<file path="src/rtl/tone_detector.sv">
// Square-wave tone detector: measures each half-period of tone_in in clocks,
// classifies it as the low or high note and locks after a run of agreeing measurements.
module tone_detector #(
  parameter int CNT_W      = 16,
  parameter int LO_HALF    = 28409,
  parameter int HI_HALF    = 20409,
  parameter int TOL        = 64,
  parameter int LOCK_COUNT = 4,
  parameter int TIMEOUT    = 65535
) (
  input  logic             clk,
  input  logic             rst,
  input  logic             tone_in,
  output logic [CNT_W-1:0] half_period,
  output logic             period_valid,
  output logic             note_lo,
  output logic             note_hi,
  output logic             locked,
  output logic             timeout
);

  localparam int CNT_MAX  = (1 << CNT_W) - 1;
  localparam int LO_MIN_I = (LO_HALF > TOL) ? LO_HALF - TOL : 0;
  localparam int LO_MAX_I = (LO_HALF + TOL > CNT_MAX) ? CNT_MAX : LO_HALF + TOL;
  localparam int HI_MIN_I = (HI_HALF > TOL) ? HI_HALF - TOL : 0;
  localparam int HI_MAX_I = (HI_HALF + TOL > CNT_MAX) ? CNT_MAX : HI_HALF + TOL;

  localparam logic [CNT_W-1:0] LO_MIN = CNT_W'(LO_MIN_I);
  localparam logic [CNT_W-1:0] LO_MAX = CNT_W'(LO_MAX_I);
  localparam logic [CNT_W-1:0] HI_MIN = CNT_W'(HI_MIN_I);
  localparam logic [CNT_W-1:0] HI_MAX = CNT_W'(HI_MAX_I);
  localparam logic [CNT_W-1:0] TMO    = CNT_W'(TIMEOUT);
  localparam logic [3:0]       LOCK_N = 4'(LOCK_COUNT);

  typedef enum logic [1:0] {IDLE, MEASURE, LOCKED} state_t;
  typedef enum logic [1:0] {CLS_NONE, CLS_LO, CLS_HI} class_t;

  state_t           state;
  class_t           cls, last_cls;
  logic             s1, s2, s3;
  logic             tone_edge;
  logic [CNT_W-1:0] cnt;
  logic [3:0]       streak, streak_next;

  assign tone_edge = s2 ^ s3;

  // Windows are checked in priority order so LO wins if they were ever configured to overlap.
  always_comb begin
    cls = CLS_NONE;
    if (cnt >= LO_MIN && cnt <= LO_MAX)
      cls = CLS_LO;
    else if (cnt >= HI_MIN && cnt <= HI_MAX)
      cls = CLS_HI;
  end

  always_comb begin
    streak_next = 4'd0;
    if (cls != CLS_NONE) begin
      if (cls != last_cls)
        streak_next = 4'd1;
      else if (streak >= LOCK_N)
        streak_next = LOCK_N;
      else
        streak_next = streak + 4'd1;
    end
  end

  always_ff @(posedge clk) begin
    if (rst) begin
      s1           <= 1'b0;
      s2           <= 1'b0;
      s3           <= 1'b0;
      cnt          <= '0;
      streak       <= 4'd0;
      last_cls     <= CLS_NONE;
      state        <= IDLE;
      half_period  <= '0;
      period_valid <= 1'b0;
      note_lo      <= 1'b0;
      note_hi      <= 1'b0;
      locked       <= 1'b0;
      timeout      <= 1'b0;
    end else begin
      s1           <= tone_in;
      s2           <= s1;
      s3           <= s2;
      period_valid <= 1'b0;
      timeout      <= 1'b0;

      if (tone_edge)
        cnt <= CNT_W'(1);
      else if (cnt != TMO)
        cnt <= cnt + CNT_W'(1);

      if (tone_edge) begin
        if (state == IDLE) begin
          // First edge only establishes a reference point; nothing is measured yet.
          state    <= MEASURE;
          streak   <= 4'd0;
          last_cls <= CLS_NONE;
        end else begin
          half_period  <= cnt;
          period_valid <= 1'b1;
          streak       <= streak_next;
          last_cls     <= cls;
          if (state == LOCKED && cls == last_cls) begin
            state <= LOCKED;
          end else if (state == MEASURE && streak_next == LOCK_N) begin
            state   <= LOCKED;
            note_lo <= (cls == CLS_LO);
            note_hi <= (cls == CLS_HI);
            locked  <= 1'b1;
          end else begin
            state   <= MEASURE;
            note_lo <= 1'b0;
            note_hi <= 1'b0;
            locked  <= 1'b0;
          end
        end
      end else if (state != IDLE && cnt == TMO) begin
        timeout <= 1'b1;
        note_lo <= 1'b0;
        note_hi <= 1'b0;
        locked  <= 1'b0;
        streak  <= 4'd0;
        state   <= IDLE;
      end
    end
  end

endmodule

</file>
<file path="config.mk">
export PLATFORM = sky130hd
export DESIGN_NAME = tone_detector
export DESIGN_NICKNAME = d
export VERILOG_FILES = /design/src/rtl/tone_detector.sv
export SDC_FILE = /design/constraint.sdc
export NUM_CORES = 1
export LEC_CHECK = 0
export ABC_AREA = 1
export CAP_MARGIN = 10
export CORE_MARGIN = 5
export CORE_UTILIZATION = 51
export DETAILED_ROUTE_END_ITERATION = 8
export MAX_ROUTING_LAYER = met4
export PLACE_DENSITY = 0.76
export RECOVER_POWER = 50
export SLEW_MARGIN = 0
export SYNTH_ARGS = -nofsm -noshare
export SYNTH_HDL_FRONTEND = slang
export SYNTH_SLANG_ARGS = --single-unit
</file>
<file path="constraint.sdc">
create_clock -name clk -period 1.95 [get_ports clk]
set_clock_uncertainty 0.1 [all_clocks]
set_input_delay 0.39 -clock clk [delete_from_list [all_inputs] [get_ports clk]]
set_output_delay 0.39 -clock clk [all_outputs]
set_load 0.02 [all_outputs]
</file>
==> metrics.md, run 1 <==
| Metric | Value |
|---|---|
| Result of the run | complete, but fails checks |
| Violations in the final reports | setup timing |
| Pins Over Slew Limit | 0 |
| Data required time of the worst path | approximately 2.1 ns |
| Post-Syn Area per Cell | 6.880 µm² |
| Count of nets left with antenna violations after detail routing | 0 |
| Final hold violation count | 0 |
| Num CTS Buffers | 5 |
| Worst slack on hold paths | around 0.32 ns |
| Setup Viol. Count Final | 9 |
| Vias after detailed routing | roughly 2500 |
| Flop and latch count out of synthesis | 48 |
| Critical path's most frequent cell | sky130_fd_sc_hd__nand2_2 |
| Largest net degree at the start of global routing | 31 |
| Number of antenna violations at the first check in global routing | 0 |
| Amount of wire on met3 after detailed routing | about 350 µm |
| Final HPWL from detailed placement | approximately 4.4 mm |
| Sinks on the clock net | 48 |
| Number of levels the H-tree was split into | 2 |
| Die extent in x | about 80 µm |
| Maximum buffer depth of the clock tree | 2 |
| DRT met1 WL | approximately 3 mm |
| Slew of the pin with the lowest slew margin | around 0.46 ns |
| # DRC | 0 |
| Register clock-pin slew on the reported worst setup and hold paths | 0.09 ns |
| Detailed Routing Iterations Pass 1 | 5 |
| Cell leakage power | 1.431 nW |
| Max Used Layer | met4 |
| Wire per inst | around 14 µm |
| CP Max Fanout | 4 |
| Critical Path Sink Type | flip-flop |
| Cell family with most CP delay | simple AND/OR/NAND/NOR gates |
| Cell internal pwr | 1.444 mW |
| Remaining max-slew budget at the tightest pin | just under 70% |
| Cell row count | 24 |
| Weighted congestion reported at the end of routability-driven placement | roughly 0.9 |
| Vias per cell | about 5.3 |
| Proportion of layout cells with a drive suffix above 1 | 27.38% |
| Core Box Area | roughly 4400 µm² |
| Max-cap violations | 0 |
| Sw Ratio | between 20% and 30% |
| Final Critical Period | 2.043 ns |
| Initial detailed-routing violation count | approximately 230 |
| Area of the die | around 6000 µm² |
| Antenna Diode Count | 0 |
| Part of the total power dissipated in the clock network | a little under two fifths |
| Area of combinational cells with multiple inputs | around 1300 µm² |
| Share of total power in combinational logic | 8.5% |
| Footprint of the flip-flops and latches | 975.9 µm² |
| Number of nets in the final layout | roughly 420 |
| Yosys top cell area share | slightly above 40% |
| Proportion of synthesized chip area in sequential cells | 40.48% |
| Wire length of the first global-routing pass | ~10 mm |
| Worst Path Buf+Inv | 2 |
| Total I/O pin count | 24 |
| Startpoint type of the worst setup path | flip-flop |
| Maximum clock frequency | around 0.5 GHz |
| Synth Net Count | between 300 and 400 |
| Total net switching power | 0.4468 mW |
| Largest cells by area after synthesis | sky130_fd_sc_hd__dfxtp_1 (40%), sky130_fd_sc_hd__inv_1 (9.0%), sky130_fd_sc_hd__nand2_1 (9.0%) |
| Buffers on Ports | 23 |
| Seq pwr share | about 54% |
| Effective utilization at floorplan | a little over half |
| Layout overhead on the synthesized area | 37.64% |
| Critical path launch point | cnt[0]$_SDFFE_PP0P_ |
| Worst skew pair latency | about 0.3 ns |
| Post-synth top area cell | sky130_fd_sc_hd__dfxtp_1 |
| CP Cell Sequence | inv_4, ha_4, a21oi_4, nand2_2, nand2_1, nand2_1, nand3_2, inv_2, nand2_2, nand2_2, nor2_4, nand4_4, nor2_4, nand3_2, a21oi_2 |
| Cts hold-fix bufs | 0 |
| Setup ws final | -0.09276 ns |
| Vias in the first global route | approximately 2100 |
| Synth Warn # | 0 |
| Startpoint of the lowest-slack register-to-register path | cnt[0]$_SDFFE_PP0P_ |
| Launch instance of the worst min-delay path | s1$_SDFF_PP0_ |
| Overall die height | roughly 80 µm |
| Max rail drop VDD | 0.6094 mV |
| Worst setup timing slack at the placement stage | -0.09205 ns |
| RSZ-0062 raised after global routing | yes |
| Highest cell delay on the worst timing path | about 0.41 ns |
| Distinct cell type count after synthesis | 28 |
| Mapped Area | 2374 µm² |
| Hold Path Class | reg2reg |
| CTS tree | yes |
| Final routed wirelength across all metal layers | between 6 and 7 mm |
| Crit share post-route | 104.8% |
| Power density over the cells | about 580 nW/µm² |
| Category of the most critical setup path | reg2reg |
| Routed wl met2 | 2.893 mm |
| Critical path arrival | around 2.2 ns |
| Cell at the slowest stage of the critical path | sky130_fd_sc_hd__dfxtp_4 |
| Gate count of the mapped netlist | 345 |
| Global router's overall resource usage | a little over a fifth |
| Buffer type at the clock tree root | sky130_fd_sc_hd__clkbuf_8 |
| Global-route congestion overflow total | 0 |
| Number of filler instances in the final layout | 300 |
==> worst reg2reg max path, cell delays in order (launching register included) <==
cell and delay (ns):
sky130_fd_sc_hd__dfxtp_4 0.41, sky130_fd_sc_hd__inv_4 0.05, sky130_fd_sc_hd__ha_4 0.17, sky130_fd_sc_hd__a21oi_4 0.15
sky130_fd_sc_hd__nand2_2 0.06, sky130_fd_sc_hd__nand2_1 0.05, sky130_fd_sc_hd__nand2_1 0.06, sky130_fd_sc_hd__nand3_2 0.09
sky130_fd_sc_hd__inv_2 0.05, sky130_fd_sc_hd__nand2_2 0.06, sky130_fd_sc_hd__nand2_2 0.06, sky130_fd_sc_hd__nor2_4 0.18
sky130_fd_sc_hd__nand4_4 0.13, sky130_fd_sc_hd__nor2_4 0.14, sky130_fd_sc_hd__nand3_2 0.08, sky130_fd_sc_hd__a21oi_2 0.14
==> cell type report <==
class,count,area share (%)
Clock buffer,6,2.221
Clock inverter,2,1.072
Inverter,60,7.124
Multi-Input combinational cell,230,40.94
Sequential cell,48,29.87
Tap cell,52,1.992
Timing Repair Buffer,63,16.78
==> power by group through the flow <==
stage / clock [mW] / combinational (mW) / sequential (mW)
floorplan: 0 / 0.0574 / 1.04
global placement: 0 / 0.128 / 1.03
detailed placement: 0 / 0.130 / 1.03
CTS: 0.722 / 0.146 / 1.01
global route: 0.777 / 0.174 / 1.01
finish: 0.718 / 0.161 / 1.01
==> stage by stage <==
stage               setup TNS, ns  utilization, %  cell area (µm²)  power [mW]  std cells
finish                    -0.5071           73.51             3267       1.890        461
detailed placement        -0.3629           66.16             2940       1.160        451
global placement          -0.2035           66.16             2940       1.157        451
global route               -2.546           73.51             3267       1.966        461
floorplan                       0               -             2375       1.100        345
CTS                       -0.1908           70.95             3153       1.877        461
==> placed cells by master (no fill, tap or decap), types with 3 or more instances in the layout <==
cell / instances
sky130_fd_sc_hd__dlygate4sd3_1: 7
sky130_fd_sc_hd__nand3_2: 5
sky130_fd_sc_hd__inv_1: 52
sky130_fd_sc_hd__o21ai_1: 3
sky130_fd_sc_hd__buf_4: 36
sky130_fd_sc_hd__o21ai_0: 30
sky130_fd_sc_hd__inv_4: 3
sky130_fd_sc_hd__xor2_1: 3
sky130_fd_sc_hd__a21oi_1: 22
sky130_fd_sc_hd__nand3_1: 23
sky130_fd_sc_hd__nor2_2: 4
sky130_fd_sc_hd__dfxtp_2: 6
sky130_fd_sc_hd__dfxtp_1: 40
sky130_fd_sc_hd__nor2_1: 33
sky130_fd_sc_hd__nand2_2: 18
sky130_fd_sc_hd__nand2_1: 43
sky130_fd_sc_hd__clkdlybuf4s50_1: 16
sky130_fd_sc_hd__nand2_4: 3
sky130_fd_sc_hd__nor3_2: 3
sky130_fd_sc_hd__nor3_1: 7
sky130_fd_sc_hd__nand4_1: 7
sky130_fd_sc_hd__a21oi_2: 3
sky130_fd_sc_hd__clkbuf_8: 5
sky130_fd_sc_hd__nor2_4: 3
sky130_fd_sc_hd__inv_2: 5
==> metal layers <==
metal	global-route usage, %	up-vias
met5	-	-
li1	-	1239
met2	31.51	97
met1	29.89	1114
met4	5.245	0
met3	3.432	9
==> cells by family (layout without fill, tap and decap cells) <==
group | after synthesis | count (layout) | share of synthesized area [%]
adder cells (fa/ha/maj) | 4 | 4 | 2.109
AND/OR/NAND/NOR | 154 | 154 | 30.21
buffers and inverters | 67 | 131 | 10.65
XOR/XNOR | 5 | 5 | 1.845
flip-flops | 48 | 48 | 40.48
AO/OA/AOI/OAI | 67 | 67 | 14.71
==> Yosys cell counts <==
master and instances:
sky130_fd_sc_hd__nand2_2 7, sky130_fd_sc_hd__nand2_1 57, sky130_fd_sc_hd__nor3_1 10, sky130_fd_sc_hd__nand3b_1 2, sky130_fd_sc_hd__dfxtp_1 48, sky130_fd_sc_hd__o22ai_1 3
sky130_fd_sc_hd__o211ai_1 1, sky130_fd_sc_hd__buf_2 1, sky130_fd_sc_hd__inv_1 57, sky130_fd_sc_hd__a21oi_1 25, sky130_fd_sc_hd__a211oi_1 1, sky130_fd_sc_hd__nor3_2 1
sky130_fd_sc_hd__nand4_2 1, sky130_fd_sc_hd__xor2_1 3, sky130_fd_sc_hd__nand3_1 28, sky130_fd_sc_hd__nand4_1 7, sky130_fd_sc_hd__nor2_1 33, sky130_fd_sc_hd__ha_1 4
sky130_fd_sc_hd__xnor2_1 2, sky130_fd_sc_hd__inv_2 3, sky130_fd_sc_hd__a31oi_1 1, sky130_fd_sc_hd__o21ai_1 2, sky130_fd_sc_hd__o21ai_0 33, sky130_fd_sc_hd__nand3_2 1
sky130_fd_sc_hd__clkbuf_1 6, sky130_fd_sc_hd__nor2_4 2, sky130_fd_sc_hd__nor2_2 5, sky130_fd_sc_hd__a21oi_2 1
==> worst paths after layout <==
check,to,slack (ns),depth (start not counted)
hold reg to reg,s2$_SDFF_PP0_,0.32,2
hold / removal,s2$_SDFF_PP0_,0.32,2
setup reg to reg,note_hi$_SDFFE_PP0P_,-0.09,15
setup / recovery,note_hi$_SDFFE_PP0P_,-0.09,15
==> state kept, by name, indices dropped and copies added, names as in the netlist, 2 cells and up <==
name,flops
half_period,16
state,2
streak,4
last_cls,2
cnt,16
==> timing repair <==
action,CTS,global route
gates resized for setup,26,37
cloned,0,0
setup buffers,2,0
endpoints found under the setup margin,5,20
pin swaps,12,15
Power figures use the tool's default switching activity.
==> run 2, diff against run 1 <==
--- a/config.mk
+++ b/config.mk
@@ -5,13 +5,12 @@
 export SDC_FILE = /design/constraint.sdc
 export NUM_CORES = 1
 export LEC_CHECK = 0
-export ABC_AREA = 1
 export CAP_MARGIN = 10
 export CORE_MARGIN = 5
-export CORE_UTILIZATION = 51
+export CORE_UTILIZATION = 50
 export DETAILED_ROUTE_END_ITERATION = 8
 export MAX_ROUTING_LAYER = met4
-export PLACE_DENSITY = 0.76
+export PLACE_DENSITY = 0.75
 export RECOVER_POWER = 50
 export SLEW_MARGIN = 0
 export SYNTH_ARGS = -nofsm -noshare
==> run 2 against run 1 <==
Net effect: the run still ends with setup timing left; worst hold slack improved by 0.024 ns; clock power fell by 2%; synthesized cell count fell by 19%; count of clock-buffer cells in the layout did not move; wire length rose by 2.2%; register-to-register slack got worse by 0.27 ns; total power fell by 2.6%; global-route usage rose by 0.57 points; first-iteration DRC count fell by 21%; flip-flop and latch count did not move; critical path depth fell by 6; core utilization rose by 0.24 points; critical endpoint is now note_lo$_SDFFE_PP0P_; largest power group unchanged; highest routed layer unchanged.
==> metrics.md, run 2 <==
| Metric | Value |
|---|---|
| Result of the run | complete, but fails checks |
| Violations in the final reports | setup timing |
| Vias per cell | 5.498 |
| Data required time of the worst path | 2.05 ns |
| Critical path arrival | 2.41 ns |
| Most frequent standard cell in the layout excluding fill and tap cells | sky130_fd_sc_hd__buf_4 |
| Detailed Routing Iterations Pass 1 | 4 |
| Post-Syn Area per Cell | slightly above 8 µm² |
| Post-synth top area cell | sky130_fd_sc_hd__dfxtp_1 |
| Hold Path Class | reg2reg |
| Final Critical Period | between 2 and 2.5 ns |
| Number of levels the H-tree was split into | 2 |
| Area of the die | slightly above 6000 µm² |
| Setup Viol. Count Final | 21 |
| RSZ-0062 raised after global routing | yes |
| Number of nets in the final layout | 364 |
| Async S/R FF share, synth | 0% |
| Highest cell delay on the worst timing path | 0.51 ns |
| Cell leakage power | 1.249 nW |
| Layout overhead on the synthesized area | 41.49% |
| Commonest cells after routing, fill and taps aside | sky130_fd_sc_hd__buf_4 (62), sky130_fd_sc_hd__nand2_1 (49), sky130_fd_sc_hd__dfxtp_1 (43), sky130_fd_sc_hd__a21oi_1 (26), sky130_fd_sc_hd__nor2_1 (18) |
| Wire length of the first global-routing pass | about 10 mm |
| Final routed wirelength across all metal layers | roughly 6.5 mm |
| Synth Warn # | 0 |
| Max rail drop VDD | 0.3634 mV |
| Buffer type at the clock tree root | sky130_fd_sc_hd__clkbuf_8 |
| Buffers on Ports | 23 |
| Proportion of layout cells with a drive suffix above 1 | between 30% and 40% |
| Flop and latch count out of synthesis | between 40 and 50 |
| Startpoint type of the worst setup path | flip-flop |
| Worst skew pair latency | about 0.30 ns |
| CP Cell Sequence | inv_2, ha_4, and3b_1, or4_4, o311ai_4, xnor2_2, a21oi_4, a221o_1, a32o_1 |
| Vias in the first global route | 2210 |
| Power density over the cells | 565.4 nW/µm² |
| Maximum clock frequency | around 0.43 GHz |
| Largest cells by area after synthesis | sky130_fd_sc_hd__dfxtp_1 (42%), sky130_fd_sc_hd__nand2_1 (8.3%), sky130_fd_sc_hd__a21oi_1 (5.9%) |
| Category of the most critical setup path | reg2reg |
| Final hold violation count | 0 |
| Cell row count | 24 |
| Core Box Area | 4414 µm² |
| Weighted congestion reported at the end of routability-driven placement | ~0.9 |
| Global-route congestion overflow total | 0 |
| Maximum buffer depth of the clock tree | 2 |
| Crit share post-route | 118.7% |
| Post-Place Cells | ~390 |
| Slew of the pin with the lowest slew margin | 0.6945 ns |
| Total power of the final layout | 1.841 mW |
| Overall die height | 77.84 µm |
| Largest net degree at the start of global routing | 20 |
| CTS tree | yes |
| Yosys top cell area share | 41.76% |
| Max-cap violations | 0 |
| Effective utilization at floorplan | roughly 52% |
| Remaining max-slew budget at the tightest pin | 53.65% |
| Critical Path Sink Type | flip-flop |
| Register-to-Register Setup Slack | -0.37 ns |
| Leading cell types by count after synthesis | sky130_fd_sc_hd__nand2_1 (51), sky130_fd_sc_hd__dfxtp_1 (48), sky130_fd_sc_hd__a21oi_1 (27), sky130_fd_sc_hd__nor2_1 (23), sky130_fd_sc_hd__nor3_1 (12) |
| # DRC | 0 |
| Dominant cell by count in the synthesized netlist | sky130_fd_sc_hd__nand2_1 |
| Vias after detailed routing | ~2300 |
| Dominant synthesized flop cell | sky130_fd_sc_hd__dfxtp_1 |
| Antenna Diode Count | 0 |
| Setup ws final | -0.3656 ns |
| Proportion of synthesized chip area in sequential cells | 41.76% |
| Total I/O pin count | 24 |
| Sinks on the clock net | 48 |
| Synth Net Count | approximately 290 |
| Final HPWL from detailed placement | between 4 and 5 mm |
| Mapped Area | around 2300 µm² |
| Initial detailed-routing violation count | between 150 and 200 |
| Register clock-pin slew on the reported worst setup and hold paths | approximately 0.090 ns |
| CP Max Fanout | 3 |
| Number of standard cells in the final layout excluding fillers | 410 |
| Global router's overall resource usage | roughly 22% |
| Count of nets left with antenna violations after detail routing | 0 |
| Die extent in x | around 80 µm |
| Number of antenna violations at the first check in global routing | 0 |
| Largest registers in the final layout | cnt x16, half_period x16, streak x4 |
| Distinct cell type count after synthesis | between 50 and 60 |
| Num CTS Buffers | 5 |
| Wire per inst | around 16 µm |
| EDFF count, synth | 0 |
| Cell at the slowest stage of the critical path | sky130_fd_sc_hd__or4_4 |
| Pins Over Slew Limit | 0 |
| Gate count of the mapped netlist | 278 |
-- run 2: changes by cell type in the layout (fill, tap and decap cells not counted), moves of 4 or more --
cell and delta:
sky130_fd_sc_hd__xnor2_1 +4, sky130_fd_sc_hd__a21oi_1 +4, sky130_fd_sc_hd__nand2_1 +6, sky130_fd_sc_hd__o21ai_0 -25, sky130_fd_sc_hd__nor2_1 -15, sky130_fd_sc_hd__nand3_1 -15
sky130_fd_sc_hd__inv_1 -49, sky130_fd_sc_hd__nand2_2 -17, sky130_fd_sc_hd__buf_4 +26
-- run 2: kinds of logic (layout without fill, tap and decap cells) --
family	count (synthesis)	after routing	share of synthesized area [%]
flip-flops	48	48	41.76
buffers and inverters	23	103	5.601
XOR/XNOR	12	12	4.568
AND/OR/NAND/NOR	129	129	27.95
AO/OA/AOI/OAI	62	62	17.95
adder cells (fa/ha/maj)	4	4	2.175
-- run 2: what timing repair did --
| item | CTS | global route |
|---|---|---|
| hold buffers | 0 | 0 |
| endpoints found under the hold margin | 0 | 0 |
| gates cloned | 0 | 1 |
| pin swaps | 8 | 10 |
| buffers inserted | 4 | 5 |
| setup endpoints to repair | 17 | 34 |
| gates resized for setup | 8 | 20 |
-- run 2: worst paths after layout --
| check | end | cells past startpoint | from |
|---|---|---|---|
| worst max register to register | note_lo$_SDFFE_PP0P_ | 9 | cnt[1]$_SDFFE_PP0P_ |
| worst max-delay path | note_lo$_SDFFE_PP0P_ | 9 | cnt[1]$_SDFFE_PP0P_ |
| worst min-delay path | s2$_SDFF_PP0_ | 1 | s1$_SDFF_PP0_ |
| worst min register to register | s2$_SDFF_PP0_ | 1 | s1$_SDFF_PP0_ |
-- run 2: area by class of cell --
class | count | area (µm²)
Fill cell | 329 | 1159
Clock inverter | 2 | 35.03
Tap cell | 52 | 65.06
Inverter | 5 | 18.77
Clock buffer | 6 | 72.57
Timing Repair Buffer | 90 | 724.4
Sequential cell | 48 | 969.7
Multi-Input combinational cell | 207 | 1370
-- run 2: per-stage QoR --
step / setup TNS, ns / worst slack [ns] / instance area [µm²] / hold WS (ns) / utilization, %
after floorplan: -1.205 / -0.3341 / 2361 / 0.3138 / -
after global placement: -2.037 / -0.3229 / 2989 / 0.3199 / 67.72
after detailed placement: -2.638 / -0.3716 / 2989 / 0.3283 / 67.72
after CTS: -1.989 / -0.3502 / 3152 / 0.3510 / 71.40
after global routing: -6.566 / -0.4353 / 3256 / 0.3677 / 73.75
final: -4.053 / -0.3656 / 3256 / 0.3442 / 73.75
-- run 2: layer usage --
layer / track usage [%] / part of all wire [%] / vias up
li1: - / - / 1128
met1: 26.55 / 45 / 1055
met4: 6.186 / 1.9 / 0
met5: - / 0 / -
met3: 4.514 / 4.3 / 16
met2: 35.89 / 49 / 55
-- run 2: critical path, delay by kind of cell, from the launching register on --
kind                     cells  cell delay, ns
XOR/XNOR                     1            0.17
AND/OR/NAND/NOR              2            0.69
adder cells (fa/ha/maj)      1            0.16
buffers and inverters        1            0.05
flip-flops                   1            0.34
AO/OA/AOI/OAI                4            0.70
-- run 2: power breakdown --
part	switching [mW]	internal [mW]
combinational	0.0771	0.0599
sequential	0.00847	0.989
clock	0.325	0.381
total	0.411	1.43
